--- src/rtl/debug_if.sv ---
// Host/pipeline-facing signal bundle of the debug unit: UART byte handshakes plus pipeline debug taps.
interface debug_if #(
    parameter int BUS_W   = 144,
    parameter int INSTR_W = 32
);
    logic               rx_done_tick;
    logic [7:0]         rx_bus;
    logic               tx_done_tick;
    logic               tx_start;
    logic [7:0]         tx_bus;
    logic [BUS_W-1:0]   bus_UART;
    logic [INSTR_W-1:0] instruccion;
    logic               clockPipeline;
    logic               resetUART;

    modport master (
        output rx_done_tick, rx_bus, tx_done_tick, bus_UART, instruccion,
        input  tx_start, tx_bus, clockPipeline, resetUART
    );

    modport slave (
        input  rx_done_tick, rx_bus, tx_done_tick, bus_UART, instruccion,
        output tx_start, tx_bus, clockPipeline, resetUART
    );
endinterface

--- src/rtl/debug_unit.sv ---
// Single-byte command decoder that single-steps / resets the pipeline and streams
// a {step_cnt, bus_UART, instruccion} snapshot back to the host one byte per tx handshake.
module debug_unit #(
    parameter int         BUS_W      = 144,
    parameter int         INSTR_W    = 32,
    parameter int         STEP_HIGH  = 4,
    parameter int         RST_CYCLES = 16,
    parameter logic [7:0] CMD_STEP   = 8'h53,
    parameter logic [7:0] CMD_DUMP   = 8'h44,
    parameter logic [7:0] CMD_RST    = 8'h52
) (
    input  logic     clk,
    input  logic     reset,
    debug_if.slave   dbg
);
    localparam int N       = 1 + BUS_W/8 + INSTR_W/8;
    localparam int FRAME_W = 8*N;
    localparam int IDX_W   = $clog2(N);
    localparam int CNT_MAX = (STEP_HIGH > RST_CYCLES) ? STEP_HIGH : RST_CYCLES;
    localparam int CNT_W   = $clog2(CNT_MAX + 1);

    typedef enum logic [2:0] {
        IDLE, STEP_HI, STEP_LO, LATCH, SEND, WAIT_DONE, RST
    } state_e;

    state_e             state_q, state_d;
    logic [CNT_W-1:0]   cnt_q, cnt_d;
    logic [7:0]         step_cnt_q, step_cnt_d;
    logic [IDX_W-1:0]   idx_q, idx_d;
    logic [FRAME_W-1:0] snap_q, snap_d;
    logic [FRAME_W-1:0] frame_sh;
    logic               done_q, done_d;
    logic               tx_start_q, tx_start_d;
    logic [7:0]         tx_bus_q, tx_bus_d;
    logic               clk_pipe_q, clk_pipe_d;
    logic               rst_pipe_q, rst_pipe_d;

    always_ff @(posedge clk or negedge reset) begin
        if (!reset) state_q <= IDLE;
        else        state_q <= state_d;
    end

    always_comb begin
        state_d = state_q;
        case (state_q)
            IDLE: if (dbg.rx_done_tick) begin
                if      (dbg.rx_bus == CMD_STEP) state_d = STEP_HI;
                else if (dbg.rx_bus == CMD_DUMP) state_d = LATCH;
                else if (dbg.rx_bus == CMD_RST)  state_d = RST;
            end
            STEP_HI:   if (cnt_q == CNT_W'(STEP_HIGH - 1)) state_d = STEP_LO;
            STEP_LO:   if (cnt_q == CNT_W'(STEP_HIGH - 1)) state_d = LATCH;
            LATCH:     state_d = SEND;
            SEND:      state_d = WAIT_DONE;
            WAIT_DONE: if (done_q) state_d = (idx_q == IDX_W'(N - 1)) ? IDLE : SEND;
            RST:       if (cnt_q == CNT_W'(RST_CYCLES - 1)) state_d = IDLE;
            default:   state_d = IDLE;
        endcase
    end

    // Outputs are registered from the next state so they line up with the state they belong to.
    always_comb begin
        cnt_d      = (state_d != state_q) ? '0 : cnt_q + 1'b1;
        step_cnt_d = step_cnt_q;
        if (state_q == IDLE && state_d == RST)
            step_cnt_d = '0;
        else if (state_q == STEP_HI && state_d == STEP_LO)
            step_cnt_d = step_cnt_q + 8'd1;
        snap_d = (state_q == LATCH) ? {step_cnt_q, dbg.bus_UART, dbg.instruccion} : snap_q;
        idx_d  = idx_q;
        if (state_q == LATCH)
            idx_d = '0;
        else if (state_q == WAIT_DONE && state_d == SEND)
            idx_d = idx_q + 1'b1;
        frame_sh   = snap_d << {idx_d, 3'b000};
        tx_start_d = (state_d == SEND);
        tx_bus_d   = (state_d == SEND) ? frame_sh[FRAME_W-1 -: 8] : tx_bus_q;
        clk_pipe_d = (state_d == STEP_HI);
        rst_pipe_d = (state_d == RST);
        // Registering the done strobe spaces consecutive bytes two cycles after tx_done_tick.
        done_d     = dbg.tx_done_tick && (state_q == WAIT_DONE);
    end

    always_ff @(posedge clk or negedge reset) begin
        if (!reset) begin
            cnt_q      <= '0;
            step_cnt_q <= '0;
            idx_q      <= '0;
            snap_q     <= '0;
            done_q     <= 1'b0;
            tx_start_q <= 1'b0;
            tx_bus_q   <= '0;
            clk_pipe_q <= 1'b0;
            rst_pipe_q <= 1'b0;
        end else begin
            cnt_q      <= cnt_d;
            step_cnt_q <= step_cnt_d;
            idx_q      <= idx_d;
            snap_q     <= snap_d;
            done_q     <= done_d;
            tx_start_q <= tx_start_d;
            tx_bus_q   <= tx_bus_d;
            clk_pipe_q <= clk_pipe_d;
            rst_pipe_q <= rst_pipe_d;
        end
    end

    assign dbg.tx_start      = tx_start_q;
    assign dbg.tx_bus        = tx_bus_q;
    assign dbg.clockPipeline = clk_pipe_q;
    assign dbg.resetUART     = rst_pipe_q;

endmodule

--- src/flat_wrapper.sv ---
// flat-port wrapper written by rule: the top's interface ports become plain ports
module debug_unit_flat 
#(
    parameter int         BUS_W      = 144,
    parameter int         INSTR_W    = 32,
    parameter int         STEP_HIGH  = 4,
    parameter int         RST_CYCLES = 16,
    parameter logic [7:0] CMD_STEP   = 8'h53,
    parameter logic [7:0] CMD_DUMP   = 8'h44,
    parameter logic [7:0] CMD_RST    = 8'h52
)
  (clk, reset, dbg_rx_done_tick, dbg_rx_bus, dbg_tx_done_tick, dbg_bus_UART, dbg_instruccion, dbg_tx_start, dbg_tx_bus, dbg_clockPipeline, dbg_resetUART);
  debug_if #(.BUS_W(BUS_W), .INSTR_W(INSTR_W)) dbg_i ();
  input  logic clk;
  input  logic reset;
  input wire logic [$bits(dbg_i.rx_done_tick)-1:0] dbg_rx_done_tick;
  input wire logic [$bits(dbg_i.rx_bus)-1:0] dbg_rx_bus;
  input wire logic [$bits(dbg_i.tx_done_tick)-1:0] dbg_tx_done_tick;
  input wire logic [$bits(dbg_i.bus_UART)-1:0] dbg_bus_UART;
  input wire logic [$bits(dbg_i.instruccion)-1:0] dbg_instruccion;
  output wire logic [$bits(dbg_i.tx_start)-1:0] dbg_tx_start;
  output wire logic [$bits(dbg_i.tx_bus)-1:0] dbg_tx_bus;
  output wire logic [$bits(dbg_i.clockPipeline)-1:0] dbg_clockPipeline;
  output wire logic [$bits(dbg_i.resetUART)-1:0] dbg_resetUART;
  assign dbg_i.rx_done_tick = dbg_rx_done_tick;
  assign dbg_i.rx_bus = dbg_rx_bus;
  assign dbg_i.tx_done_tick = dbg_tx_done_tick;
  assign dbg_i.bus_UART = dbg_bus_UART;
  assign dbg_i.instruccion = dbg_instruccion;
  assign dbg_tx_start = dbg_i.tx_start;
  assign dbg_tx_bus = dbg_i.tx_bus;
  assign dbg_clockPipeline = dbg_i.clockPipeline;
  assign dbg_resetUART = dbg_i.resetUART;
  debug_unit #(.BUS_W(BUS_W), .INSTR_W(INSTR_W), .STEP_HIGH(STEP_HIGH), .RST_CYCLES(RST_CYCLES), .CMD_STEP(CMD_STEP), .CMD_DUMP(CMD_DUMP), .CMD_RST(CMD_RST)) u_core (.clk(clk), .reset(reset), .dbg(dbg_i));
endmodule
--- config.mk ---
export PLATFORM = sky130hd
export DESIGN_NAME = debug_unit_flat
export DESIGN_NICKNAME = d
export VERILOG_FILES = /design/src/rtl/debug_if.sv /design/src/rtl/debug_unit.sv /design/src/flat_wrapper.sv
export SDC_FILE = /design/constraint.sdc
export NUM_CORES = 1
export LEC_CHECK = 0
export ABC_AREA = 1
export ABC_CLOCK_PERIOD_IN_PS = 2500
export CELL_PAD_IN_SITES_DETAIL_PLACEMENT = 1
export CELL_PAD_IN_SITES_GLOBAL_PLACEMENT = 2
export CORE_ASPECT_RATIO = 1.1
export CORE_MARGIN = 10
export CORE_UTILIZATION = 28
export CTS_CLUSTER_SIZE = 25
export DETAILED_ROUTE_END_ITERATION = 10
export PLACE_DENSITY_LB_ADDON = 0.3
export SYNTH_ARGS = -nofsm -noshare
export SYNTH_HDL_FRONTEND = slang
export SYNTH_SLANG_ARGS = --single-unit
--- constraint.sdc ---
create_clock -name clk -period 2.5 [get_ports clk]
set_input_delay 0.375 -clock clk [delete_from_list [all_inputs] [get_ports clk]]
set_output_delay 0.375 -clock clk [all_outputs]
set_load 0.03 [all_outputs]
# Word level (Yosys, flattened, before mapping)
# Index checks and enable logic that the tools add are counted.
# word_totals
ff_bits	217
in_bits	188
wordCells	53
# op_classes
n_addsub	3
n_eq_ne	17
shifts	1
n_mux	16
n_reduce_logical	6
# op_table
cell	count
$mux W184	1
$shl A184 B8 Y184	1
$mux W3	9
$eq A8 B7 Y1 const B	3
$pmux W3 S7	1
$mux W8	2
$eq A3 B3 Y1 const B	5
$mux W5	3
$add A5 B1 Y5 const B	2
$eq A3 B2 Y1 const B	3
$add A8 B1 Y8 const B	1
$eq A3 B1 Y1 const B	2
$eq A5 B2 Y1 const B	1
$eq A5 B4 Y1 const B	1
$eq A5 B5 Y1 const B	1
$logic_and A1 B1 Y1	4
$logic_not A3 Y1	1
$ne A3 B3 Y1	1
$reduce_bool A2 Y1	1

# Longest topological paths before layout
# logic_depth
word_depth	11
ltp_mapped	23
depth_no_buf	21

# Worst setup path before layout
# Ideal clock, no wire load.
# synth_path
path_kind	register to register
start	reg u_core.cnt_q[0]
end	reg u_core.tx_bus_q[6], in the netlist u_core.dbg.tx_bus[6]
t_arrival_ns	2.611
required_ns	2.377
setup_slack_ns	-0.234
path_stages_with_launch	22
path_cell_list	dfrtp_1 ha_1 nand2_1 nor2_1 ha_1 nor3_1 nor2_1 nand3_2 nand2_1 nor2_2 buf_4 nand2_1 nand2_2 buf_2 buf_2 nand4_1 nand3_1 nand3_1 nand2_1 nand2_1 nand3_1 a21oi_1
# synth_via
elab_chain_cells	8
elab_cells_between_ends	11
# synth_lines
item	line_no	rtl
start, declared	debug_unit.sv:27	logic [CNT_W-1:0] cnt_q, cnt_d;
start signal, assigned	debug_unit.sv:96	cnt_q <= cnt_d;
$eq A5 B4 Y1 / $eq A5 B2 Y1 (equally long branches)	debug_unit.sv:56, debug_unit.sv:51, debug_unit.sv:52	
$mux W3, on equally long branches	debug_unit.sv:56, debug_unit.sv:51, debug_unit.sv:52	
$pmux W3 S7 *	debug_unit.sv:45	case (state_q)
via u_core.state_d[2]	debug_unit.sv:26	state_e state_q, state_d;
$eq A3 B3 Y1 *	debug_unit.sv:73, debug_unit.sv:77	
$logic_and A1 B1 Y1	debug_unit.sv:73	else if (state_q == WAIT_DONE && state_d == SEND)
$mux W5	debug_unit.sv:73	
$mux W5	debug_unit.sv:71	if (state_q == LATCH)
$shl A184 B8 Y184	debug_unit.sv:75	frame_sh = snap_d << {idx_d, 3'b000};
end signal, assigned	debug_unit.sv:102	tx_bus_q <= tx_bus_d;
end, declared	debug_unit.sv:34	logic [7:0] tx_bus_q, tx_bus_d;
# The timed path passes the listed nets; every way through them passes the cells marked *.
# A chain may end at the register's enable or synchronous reset.

# Worst setup path after layout
# layout_path
start	reg u_core.state_q[1]
end	reg u_core.tx_bus_q[5], in the netlist u_core.dbg.tx_bus[5]
# layout_via
elab_cells_between_ends	22
# layout_lines
item	line_no	rtl
start, declared	debug_unit.sv:26	
start signal, assigned	debug_unit.sv:40	else state_q <= state_d;
$eq A3 B3 Y1 (tied with other cells)	debug_unit.sv:45	
$pmux W3 S7 *	debug_unit.sv:45	
via u_core.state_d[0]	debug_unit.sv:26	
$eq A3 B3 Y1 *	debug_unit.sv:73, debug_unit.sv:77	
$logic_and A1 B1 Y1	debug_unit.sv:73	
$mux W5	debug_unit.sv:73	
$mux W5	debug_unit.sv:71	
$shl A184 B8 Y184	debug_unit.sv:75	
# Marks and branches as above.

==> results by group <==
Logic synthesis
  – Most common cell in the synthesized netlist: nand2_1
  – Yosys warns: 0
  – Library cells used by synthesis: 25
  – Top cells by area, synth: dfrtp_1 49%, nand2_1 9.9%, or2_2 8.2%
  – Commonest cells post-synth: 294 x nand2_1, 217 x dfrtp_1, 186 x inv_1
  – Flops & latches, synth: 217
  – Post-synthesis sequential area ratio: 48.7%
  – Post-Synthesis Cell Area: 0.0111 mm²
  – Post-Syn Nets: roughly 1600
  – Synth area leader: dfrtp_1
  – Ys flop type: dfrtp_1
  – Ys async rst share: 100%
  – Mapped Cells: 1426
  – Number of enable flip-flop cells after synthesis: 0
  – Synth top area share: 48.7%
  – Mean post-synth cell area: just under 8 µm²

Clock network
  – Clock Pin Slew Worst Setup and Hold Paths: 0.06 ns
  – Clock tree buffer depth: 3
  – TritonCTS clock tree: yes
  – Clock latency at the later pin of the worst-skew pair: roughly 0.56 ns
  – Clock H-tree levels: 1
  – Number of sinks on the clock net: 217
  – Cts bufs inserted: 27
  – Root buffer cell: clkbuf_16

Setup path
  – Setup crit end kind: flip-flop
  – CP dominant cell by count: nand2_1
  – Startpoint Class: flip-flop
  – Crit Path Max Fanout: 22
  – WS Path Type: reg -> reg
  – Crit path DAT: about 3.3 ns
  – R2r endpoint: u_core.dbg.tx_bus[5]
  – Reg2reg start: u_core.state_q[1]
  – Reg2Reg Depth: 21
  – Critical path cell sequence: buf_4 > nor3_4 > nand2_1 > nand2_1 > nor2_1 > nand2_1 > inv_2 > nand2_2 > nor2_4 > buf_6 > buf_4 > nand3_4 > nand3_4 > inv_2 > buf_12 > nand3_1 > nand3_2 > nand2_1 > nand2_1 > nand3_2 > a21oi_2
  – Flop2flop setup slack: -0.33 ns
  – Top Family by Delay on Critical Path: simple AND/OR/NAND/NOR gates
  – CP Depth: 21
  – CP peak stage delay: 0.45 ns
  – CP Buf/Inv Count: 6
  – CP max stage cell: dfrtp_1
  – CP Data Required Time: 3.00 ns

Timing
  – RSZ-0062 raised after global routing: true
  – Final period util: 113%
  – Skew final: 0.0220 ns
  – Worst-margin pin slew: 0.851 ns
  – Hold_ws: 0.353 ns
  – Final setup fails: 8
  – Setup TNS: -2.29 ns
  – Endpoints failing hold: 0
  – Slew HR: 42.6%
  – Final worst path period need: 2.83 ns
  – Final Max Tran Viols: 0
  – Fin worst setup slack: -0.332 ns
  – Achievable Freq: 353 MHz

Place
  – Post-DP HPWL: about 33 mm
  – # port buffers: 198
  – Dpl ws: -0.744 ns
  – RD Place Congestion: 0.810

Floorplanning
  – Die Wd: ~210 µm
  – Die area: 0.0482 mm²
  – Core ar.: 0.0393 mm²
  – Die Height: 229 µm
  – I/O Pins: 199
  – Initial Util: between 20% and 30%
  – Site Rows: 76

Global routing
  – Vias in the first global route: 11926
  – Pin count of the biggest net entering global routing: between 80 and 90
  – Antenna violations before repair: 6
  – Global Route Usage Sum: 19.5%
  – GRT Residual Overflow: 0
  – First-pass GRT wire length: 73.1 mm

Detailed routing
  – Starting DRT DRC Count: 579
  – Routed Antenna Nets: 0
  – Vias per inst: about 4.8
  – DR pass1 iterations: 5
  – Via count: approximately 11000
  – Total wire length: 47.4 mm
  – Remaining DRCs: 0
  – Routed WL per cell: 21.1 µm

Outcome
  – Violated checks: negative setup slack
  – Status: finished with violations

Pwr
  – Pwr dens: between 1000 and 1500 mW/mm²
  – LEAKAGE: 0.00789 µW
  – Peak supply drop: 0.526 mV

Worst hold path
  – Path category of the worst min-delay check: in -> reg
  – Hold_sp: dbg_tx_done_tick
  – Hold EP: u_core.done_q
  – WHS Path Cells: 3

Cells and area
  – Fill cell count: 4618
  – Number of antenna cells inserted: 0
  – Final nets: 1913
  – Share of layout cells above drive strength 1: between 20% and 30%
  – Layout area overhead: 50.1%

Flow run
  – Max-cap violations: 0
-- cell usage in the layout (no fill, tap or decap), types with 5 or more instances in the layout --
master           instances
nor3_1                   5
nor2_1                  31
clkbuf_16               27
nand3_4                  7
clkbuf_8                 9
nand2_2                 21
buf_12                  37
nand2_1                272
inv_2                    7
clkdlybuf4s50_1        197
buf_6                    8
buf_4                  104
nand3_1                103
a21oi_2                  9
or2_2                  146
inv_1                  182
nand3_2                 73
clkbuf_1                 5
dfrtp_1                216
nor2_2                   5
o21ai_0                150
nand4_1                 77
-- sequential cells by signal, summed over array words and instances, names as in the netlist --
signal and flops:
u_core.snap_q 184, u_core.dbg.tx_bus 8, u_core.step_cnt_q 8, u_core.cnt_q 5, u_core.idx_q 5, u_core.state_q 3, u_core.dbg.clockPipeline 1, u_core.dbg.resetUART 1
u_core.dbg.tx_start 1, u_core.done_q 1
-- worst max-delay path by stage --
stage	start	to	slack, ns
after detailed placement	dbg_rx_bus[7]	u_core.dbg.tx_bus[5]	-0.74
final	u_core.state_q[1]	u_core.dbg.tx_bus[5]	-0.33
after floorplan	u_core.cnt_q[0]	u_core.dbg.tx_bus[4]	0.008
after global placement	dbg_rx_bus[7]	u_core.dbg.tx_bus[6]	-0.71
after CTS	u_core.cnt_q[0]	u_core.dbg.tx_bus[6]	-0.33
after global routing	u_core.cnt_q[1]	u_core.dbg.tx_bus[2]	-0.54
-- report_power, final --
part           total [µW]  switching, µW  internal (µW)  leakage (µW)
clock                3940           1600           2340      0.000438
sequential           5600            463           5140       0.00253
combinational       11500           6380           5110       0.00492
total               21000           8440          12600       0.00789
-- logic make-up after synthesis --
kind of cell | Yosys count | share of synthesized area, %
simple gates | 748 | 32.9
buf+inv | 285 | 10.0
xor+xnor | 2 | 0.157
fa+ha+maj | 5 | 0.562
compound gates | 169 | 7.66
flops | 217 | 48.7
-- stage by stage --
| step | utilization [%] | total power, µW | instances | instance area, µm² |
|---|---|---|---|---|
| 4_1_cts | 42.0 | 20800 | 2249 | 16500 |
| 5_1_grt | 42.6 | 22600 | 2246 | 16700 |
| 3_3_place_gp | 37.5 | 15000 | 2167 | 14700 |
| 2_1_floorplan | - | 11100 | 1426 | 11200 |
| 6_report | 42.6 | 21000 | 2246 | 16700 |
| 3_5_place_dp | 37.5 | 15300 | 2167 | 14700 |
-- worst reg2reg max path, delay by kind of cell, from the launching register on --
family                 cells  cell delay (ns)
AOI/OAI and AO/OA          1             0.11
buffers and inverters      6             0.81
and+or+nand+nor           14             1.40
DFF                        1             0.45
-- per-layer routing --
metal  GRT usage (%)  up-vias  part of all wire (%)
met5               0        -                  0.19
met2            33.1      220                    48
li1                -     5175                     -
met3            3.77       60                   4.9
met1            25.0     5315                    45
met4            4.49       12                   1.9
-- what timing repair did --
action,4_1_cts,5_1_grt
endpoints found under the hold margin,67,0
pin swaps,30,28
cloned,9,0
setup buffers,24,4
gates resized for setup,77,70
hold buffers,1,0
setup endpoints to repair,8,20
-- final cells by class --
cell class | instances | area [µm²] | area share [%]
Timing Repair Buffer | 357 | 3860 | 23.1
Multi-Input combinational cell | 924 | 5170 | 30.9
Clock inverter | 7 | 70.1 | 0.419
Inverter | 193 | 739 | 4.42
Sequential cell | 217 | 5430 | 32.5
Clock buffer | 41 | 818 | 4.89
Tap cell | 507 | 634 | 3.79
Power figures use the tool's default switching activity.
